## config.mk

```make
export PLATFORM = sky130hd
export DESIGN_NAME = cv32e40p_tmr_recovery_ctrl
export DESIGN_NICKNAME = d
export VERILOG_FILES = /design/src/rtl/cv32e40p_tmr_recovery_ctrl.sv
export SDC_FILE = /design/constraint.sdc
export NUM_CORES = 1
export LEC_CHECK = 0
export ABC_CLOCK_PERIOD_IN_PS = 4200
export CAP_MARGIN = 20
export CORE_UTILIZATION = 35
export DETAILED_ROUTE_END_ITERATION = 16
export DONT_BUFFER_PORTS = 1
export GPL_TIMING_DRIVEN = 0
export SYNTH_ARGS = -nofsm -noshare
export SYNTH_HDL_FRONTEND = slang
export SYNTH_SLANG_ARGS = --single-unit
```

## constraint.sdc

```tcl
create_clock -name clk -period 4.2 [get_ports clk]
set_clock_uncertainty 0.05 [all_clocks]
set_input_delay 1.05 -clock clk [delete_from_list [all_inputs] [get_ports clk]]
set_output_delay 1.05 -clock clk [all_outputs]
set_load 0.01 [all_outputs]
```

## src/rtl/cv32e40p_tmr_recovery_ctrl.sv

```systemverilog
// Recovery controller for the TMR majority voter: counts per-replica mismatches, stalls
// and resyncs a drifting replica, and escalates to a sticky fault. Option: CV32E40P_TMR_THRESHOLD_EN.
module cv32e40p_tmr_recovery_ctrl #(
    parameter int unsigned CNT_WIDTH      = 8,
    parameter int unsigned THRESHOLD      = 3,
    parameter int unsigned RESYNC_TIMEOUT = 16
) (
    input  logic                 clk,
    input  logic                 rst_n,
    input  logic                 valid_i,
    input  logic                 err_a_i,
    input  logic                 err_b_i,
    input  logic                 err_c_i,
    output logic                 stall_o,
    output logic                 resync_req_o,
    output logic [1:0]           resync_sel_o,
    input  logic                 resync_ack_i,
    input  logic                 clear_i,
    output logic                 fault_o,
    output logic                 timeout_o,
    output logic [CNT_WIDTH-1:0] err_cnt_a_o,
    output logic [CNT_WIDTH-1:0] err_cnt_b_o,
    output logic [CNT_WIDTH-1:0] err_cnt_c_o
);

    localparam int unsigned     TMO_W    = $clog2(RESYNC_TIMEOUT + 1);
    localparam logic [TMO_W-1:0] TMO_LAST = TMO_W'(RESYNC_TIMEOUT - 1);

    typedef enum logic [1:0] {IDLE, STALL, RESYNC, FAULT} state_e;

    state_e           state_q, state_d;
    logic             stall_q, stall_d;
    logic             req_q, req_d;
    logic             fault_q, fault_d;
    logic             timeout_q, timeout_d;
    logic [1:0]       sel_q, sel_d;
    logic [TMO_W-1:0] tmo_q, tmo_d;

    logic [2:0] err_vec;
    logic       single_err;
    logic       multi_err;
    logic [1:0] err_idx;
    logic       thr_hit;
    logic       cnt_inc_en;
    logic       cnt_clr_all;
    logic       cnt_clr_sel;

    assign err_vec    = {err_c_i, err_b_i, err_a_i};
    assign single_err = (err_vec == 3'b001) || (err_vec == 3'b010) || (err_vec == 3'b100);
    assign multi_err  = (err_vec == 3'b011) || (err_vec == 3'b101) ||
                        (err_vec == 3'b110) || (err_vec == 3'b111);

    always_comb begin
        case (err_vec)
            3'b010:  err_idx = 2'd1;
            3'b100:  err_idx = 2'd2;
            default: err_idx = 2'd0;
        endcase
    end

    // NOTE: every signal driven here gets a default first so no path can infer a latch.
    always_comb begin
        state_d     = state_q;
        stall_d     = stall_q;
        req_d       = req_q;
        fault_d     = fault_q;
        timeout_d   = timeout_q;
        sel_d       = sel_q;
        tmo_d       = tmo_q;
        cnt_inc_en  = 1'b0;
        cnt_clr_all = 1'b0;
        cnt_clr_sel = 1'b0;

        unique case (state_q)
            IDLE: begin
                stall_d = 1'b0;
                req_d   = 1'b0;
                if (clear_i) begin
                    cnt_clr_all = 1'b1;
                end else if (valid_i && multi_err) begin
                    state_d = FAULT;
                    fault_d = 1'b1;
                    stall_d = 1'b1;
                end else if (valid_i && single_err) begin
                    cnt_inc_en = 1'b1;
                    if (thr_hit) begin
                        state_d = STALL;
                        stall_d = 1'b1;
                        sel_d   = err_idx;
                    end
                end
            end
            STALL: begin
                // One drain cycle, then the resync window opens with a fresh timeout count.
                state_d = RESYNC;
                stall_d = 1'b1;
                req_d   = 1'b1;
                tmo_d   = '0;
            end
            RESYNC: begin
                if (resync_ack_i) begin
                    state_d     = IDLE;
                    stall_d     = 1'b0;
                    req_d       = 1'b0;
                    cnt_clr_sel = 1'b1;
                end else if (tmo_q == TMO_LAST) begin
                    state_d   = FAULT;
                    req_d     = 1'b0;
                    fault_d   = 1'b1;
                    timeout_d = 1'b1;
                    stall_d   = 1'b1;
                end else begin
                    tmo_d = tmo_q + 1'b1;
                end
            end
            FAULT: begin
                stall_d = 1'b1;
                req_d   = 1'b0;
                fault_d = 1'b1;
                if (clear_i) begin
                    state_d     = IDLE;
                    stall_d     = 1'b0;
                    fault_d     = 1'b0;
                    timeout_d   = 1'b0;
                    cnt_clr_all = 1'b1;
                end
            end
        endcase
    end

    // NOTE: sequential state uses non-blocking assignments so all registers update together.
    always_ff @(posedge clk or negedge rst_n) begin
        if (!rst_n) begin
            state_q   <= IDLE;
            stall_q   <= 1'b0;
            req_q     <= 1'b0;
            fault_q   <= 1'b0;
            timeout_q <= 1'b0;
            sel_q     <= 2'd0;
            tmo_q     <= '0;
        end else begin
            state_q   <= state_d;
            stall_q   <= stall_d;
            req_q     <= req_d;
            fault_q   <= fault_d;
            timeout_q <= timeout_d;
            sel_q     <= sel_d;
            tmo_q     <= tmo_d;
        end
    end

`ifdef CV32E40P_TMR_THRESHOLD_EN
    localparam logic [CNT_WIDTH-1:0] THRESH  = CNT_WIDTH'(THRESHOLD);
    localparam logic [CNT_WIDTH-1:0] CNT_MAX = '1;

    logic [2:0][CNT_WIDTH-1:0] cnt_q;
    logic [CNT_WIDTH-1:0]      cnt_cur;
    logic [CNT_WIDTH-1:0]      cnt_inc;

    always_comb begin
        case (err_idx)
            2'd1:    cnt_cur = cnt_q[1];
            2'd2:    cnt_cur = cnt_q[2];
            default: cnt_cur = cnt_q[0];
        endcase
        cnt_inc = (cnt_cur == CNT_MAX) ? CNT_MAX : cnt_cur + 1'b1;
        thr_hit = (cnt_inc >= THRESH);
    end

    // NOTE: the counters are few and visible on ports, so they take the async reset like any state.
    always_ff @(posedge clk or negedge rst_n) begin
        if (!rst_n) begin
            cnt_q <= '0;
        end else begin
            for (int i = 0; i < 3; i++) begin
                if (cnt_clr_all || (cnt_clr_sel && (2'(i) == sel_q))) begin
                    cnt_q[i] <= '0;
                end else if (cnt_inc_en && (2'(i) == err_idx)) begin
                    cnt_q[i] <= cnt_inc;
                end
            end
        end
    end

    assign err_cnt_a_o = cnt_q[0];
    assign err_cnt_b_o = cnt_q[1];
    assign err_cnt_c_o = cnt_q[2];
`else
    // Without counters the first single-replica error triggers recovery.
    logic unused_cnt_strobes;

    assign thr_hit            = 1'b1;
    assign unused_cnt_strobes = cnt_inc_en ^ cnt_clr_all ^ cnt_clr_sel;
    assign err_cnt_a_o        = '0;
    assign err_cnt_b_o        = '0;
    assign err_cnt_c_o        = '0;
`endif

    assign stall_o      = stall_q;
    assign resync_req_o = req_q;
    assign resync_sel_o = sel_q;
    assign fault_o      = fault_q;
    assign timeout_o    = timeout_q;

endmodule

```

==> key figures <==
Yosys
  – Netlist cell types: 36
  – XOR/XNOR share of the synthesized area: 0.892%
  – Synth Instances: 111
  – Main combinational cell family by area after synthesis: buffers and inverters
  – Mux contribution to synthesized area: 2.04%
  – Number of synthesized register bits: 13
  – Post-Synth Adder-Cell Area: 3.57%
  – Syn Area/Cell: 8.85 um^2
  – Mapped Area: 982 um^2
  – Post-synthesis sequential area ratio: 33.1%
  – Complex-gate fraction of the synthesized area: 18.0%
  – Synthesis Warnings: 0
  – Synthesized-area fraction occupied by and/or/nand/nor cells: 19.9%

Floorplanning
  – Die ar.: 3020 um^2
  – Ports: 38
  – Die width: 55.0 um
  – Row count: 18
  – Die Ht: 55.0 um
  – Initial Util: 38.3%
  – Core area: 2570 um^2

CTS
  – CTS root buf: clkbuf_4
  – CTS max path bufs: 2
  – CTS Buf Count: 3
  – CTS tree: yes
  – Clock Sinks: 13
  – Hold_buf cts: 0
  – H-Tree Depth: 1
  – Clk_lat worst skew: 0.28 ns
  – Cts repair resizes: 0
  – Clk slew on worst S/H paths: 0.08 ns
  – Post-CTS setup buffer count: 0

Global routing
  – GRT Overall Usage: 14.8%
  – Initial antenna violation count: 0
  – Vias in the first global route: 722
  – Largest net degree at the start of global routing: 14
  – GRT overflow: 0
  – First-pass GRT wire length: 3150 um

Drt
  – Wire length per cell: 10.8 um
  – Vias per cell: 4.55
  – Via count: 765
  – Starting DRC count in detailed routing: 22
  – First-pass DRT Iterations: 5
  – WL final: 1810 um
  – Residual DRC: 0
  – Remaining antenna violation count: 0

Timing
  – Final Hold Vio Count: 0
  – Setup tns final: 0 ns
  – Final setup viols: 0
  – RSZ-0062 raised after global routing: no
  – Fin. max-slew vios: 0
  – Period utilisation layout: 48.6%
  – Fin crit period: 2.04 ns
  – Peak Freq: 490 MHz
  – Hold slack: 0.407 ns

Final layout
  – Multi-input logic area: 526 um^2
  – ANT cells: 0
  – Most frequent cells in the layout: buf_4 (24), conb_1 (24), dfrtp_1 (13)
  – Sequential standard cell area: 325 um^2
  – Final nets: 149
  – Area Overhead vs Synth: 15.3%
  – Layout cell share with drive strength beyond 1: 26.1%
  – # fillers: 275
  – Fin area: 1130 um^2

Placement
  – Area of placed instances: 1110 um^2
  – Input/output buffers: 0
  – GPL Wtd Cong: 0.767
  – Dpl hpwl: 1370 um

Worst setup path
  – CP startpoint kind: register
  – Worst Path Max Fanout: 8
  – Critical Path AT: 2.15 ns
  – Kind of critical path: register to register
  – Required time worst endpoint: 4.30 ns
  – Critical Path End Type: register

Pwr
  – Pleak: 0.566 nW
  – Peak VDD IR: 0.265 mV
  – Power density cells: 418 nW/um^2

Run
  – Max-Cap Viols: 0

Worst hold path
  – HP Class: input port to asynchronous set/reset pin

Outcome
  – Status: completed
layer usage:
metal / vias to the layer above / track usage, % / wire, um
met5: - / 0 / 0
met4: 0 / 2.50 / 0
met3: 0 / 6.56 / 135
met2: 26 / 22.9 / 882
met1: 344 / 19.3 / 796
li1: 395 / - / -
worst max-delay path, stage by stage, from the launching register on:
cell and delay, ns:
dfrtp_1 0.42, ha_1 0.22, and3_1 0.18, ha_1 0.28, or3b_2 0.49, o211ai_1 0.17
o311ai_1 0.12
state kept, by name, summed over array words and instances (netlist names):
signal and flops:
fault_o 1, resync_req_o 1, state_q 2, stall_o 1, resync_sel_o 2, timeout_o 1, tmo_q 5
per-stage QoR:
stage                     utilization (%)  instances  setup slack (ns)  total power [mW]
final                                44.1        168              2.16             0.473
after floorplan                         -        134              2.19             0.361
after global routing                 44.1        168              2.04             0.515
after global placement               43.1        164              2.12             0.391
after CTS                            44.1        168              2.14             0.477
after detailed placement             43.1        164              2.11             0.396
synthesized netlist by cell type (all sizes together):
cell type	number	area, um^2
inv	2	7.51
a21o	2	15.0
buf	28	206
xor2	1	8.76
nand3	3	15.0
nor2b	4	25.0
maj3	1	10.0
nand2	11	41.3
a21oi	4	20.0
nand2b	1	13.8
a31o	1	8.76
and2b	1	7.51
a22o	2	17.5
and3	1	6.26
nor4b	1	23.8
o21ai	7	35.0
nor2	6	22.5
nor3b	1	7.51
clkbuf	1	3.75
ha	2	25.0
conb	1	3.75
o311ai	2	17.5
or4	1	7.51
or3b	1	8.76
o31ai	3	22.5
or2	1	6.26
o31a	1	10.0
dfrtp	13	325
mux2i	2	20.0
o211ai	2	15.0
a31oi	1	6.26
nor3	2	10.0
a2bb2oi	1	8.76
cell type report:
class | instances | share of cell area, %
Sequential cell | 13 | 28.7
Buffer | 29 | 18.6
Clock buffer | 4 | 2.32
Inverter | 2 | 0.663
Multi-Input combinational cell | 90 | 46.4
Tap cell | 30 | 3.31
final timing paths:
| path | cells after the start | slack [ns] | endpoint | from |
|---|---|---|---|---|
| worst max-delay path | 6 | 2.16 | tmo_q[2] | tmo_q[0] |
| worst min-delay path | 0 | 0.41 | fault_o | rst_n |
| worst max register to register | 6 | 2.16 | tmo_q[2] | tmo_q[0] |
| worst min register to register | 2 | 0.47 | tmo_q[4] | tmo_q[4] |
| max in group asynchronous | 0 | 3.63 | tmo_q[3] | rst_n |
| min in group clk | 2 | 0.47 | tmo_q[4] | tmo_q[4] |
logic make-up after synthesis:
group,Yosys count
AND/OR/NAND/NOR,34
buffers and inverters,31
AO/OA/AOI/OAI,26
flip-flops,13
adder cells (fa/ha/maj),3
multiplexers,2
other,1
XOR/XNOR,1
power breakdown:
part           internal [mW]  switching [mW]
sequential             0.163          0.0396
clock                 0.0368          0.0422
combinational         0.0889           0.102
total                  0.289           0.184
(Power assumes the default switching activity.)
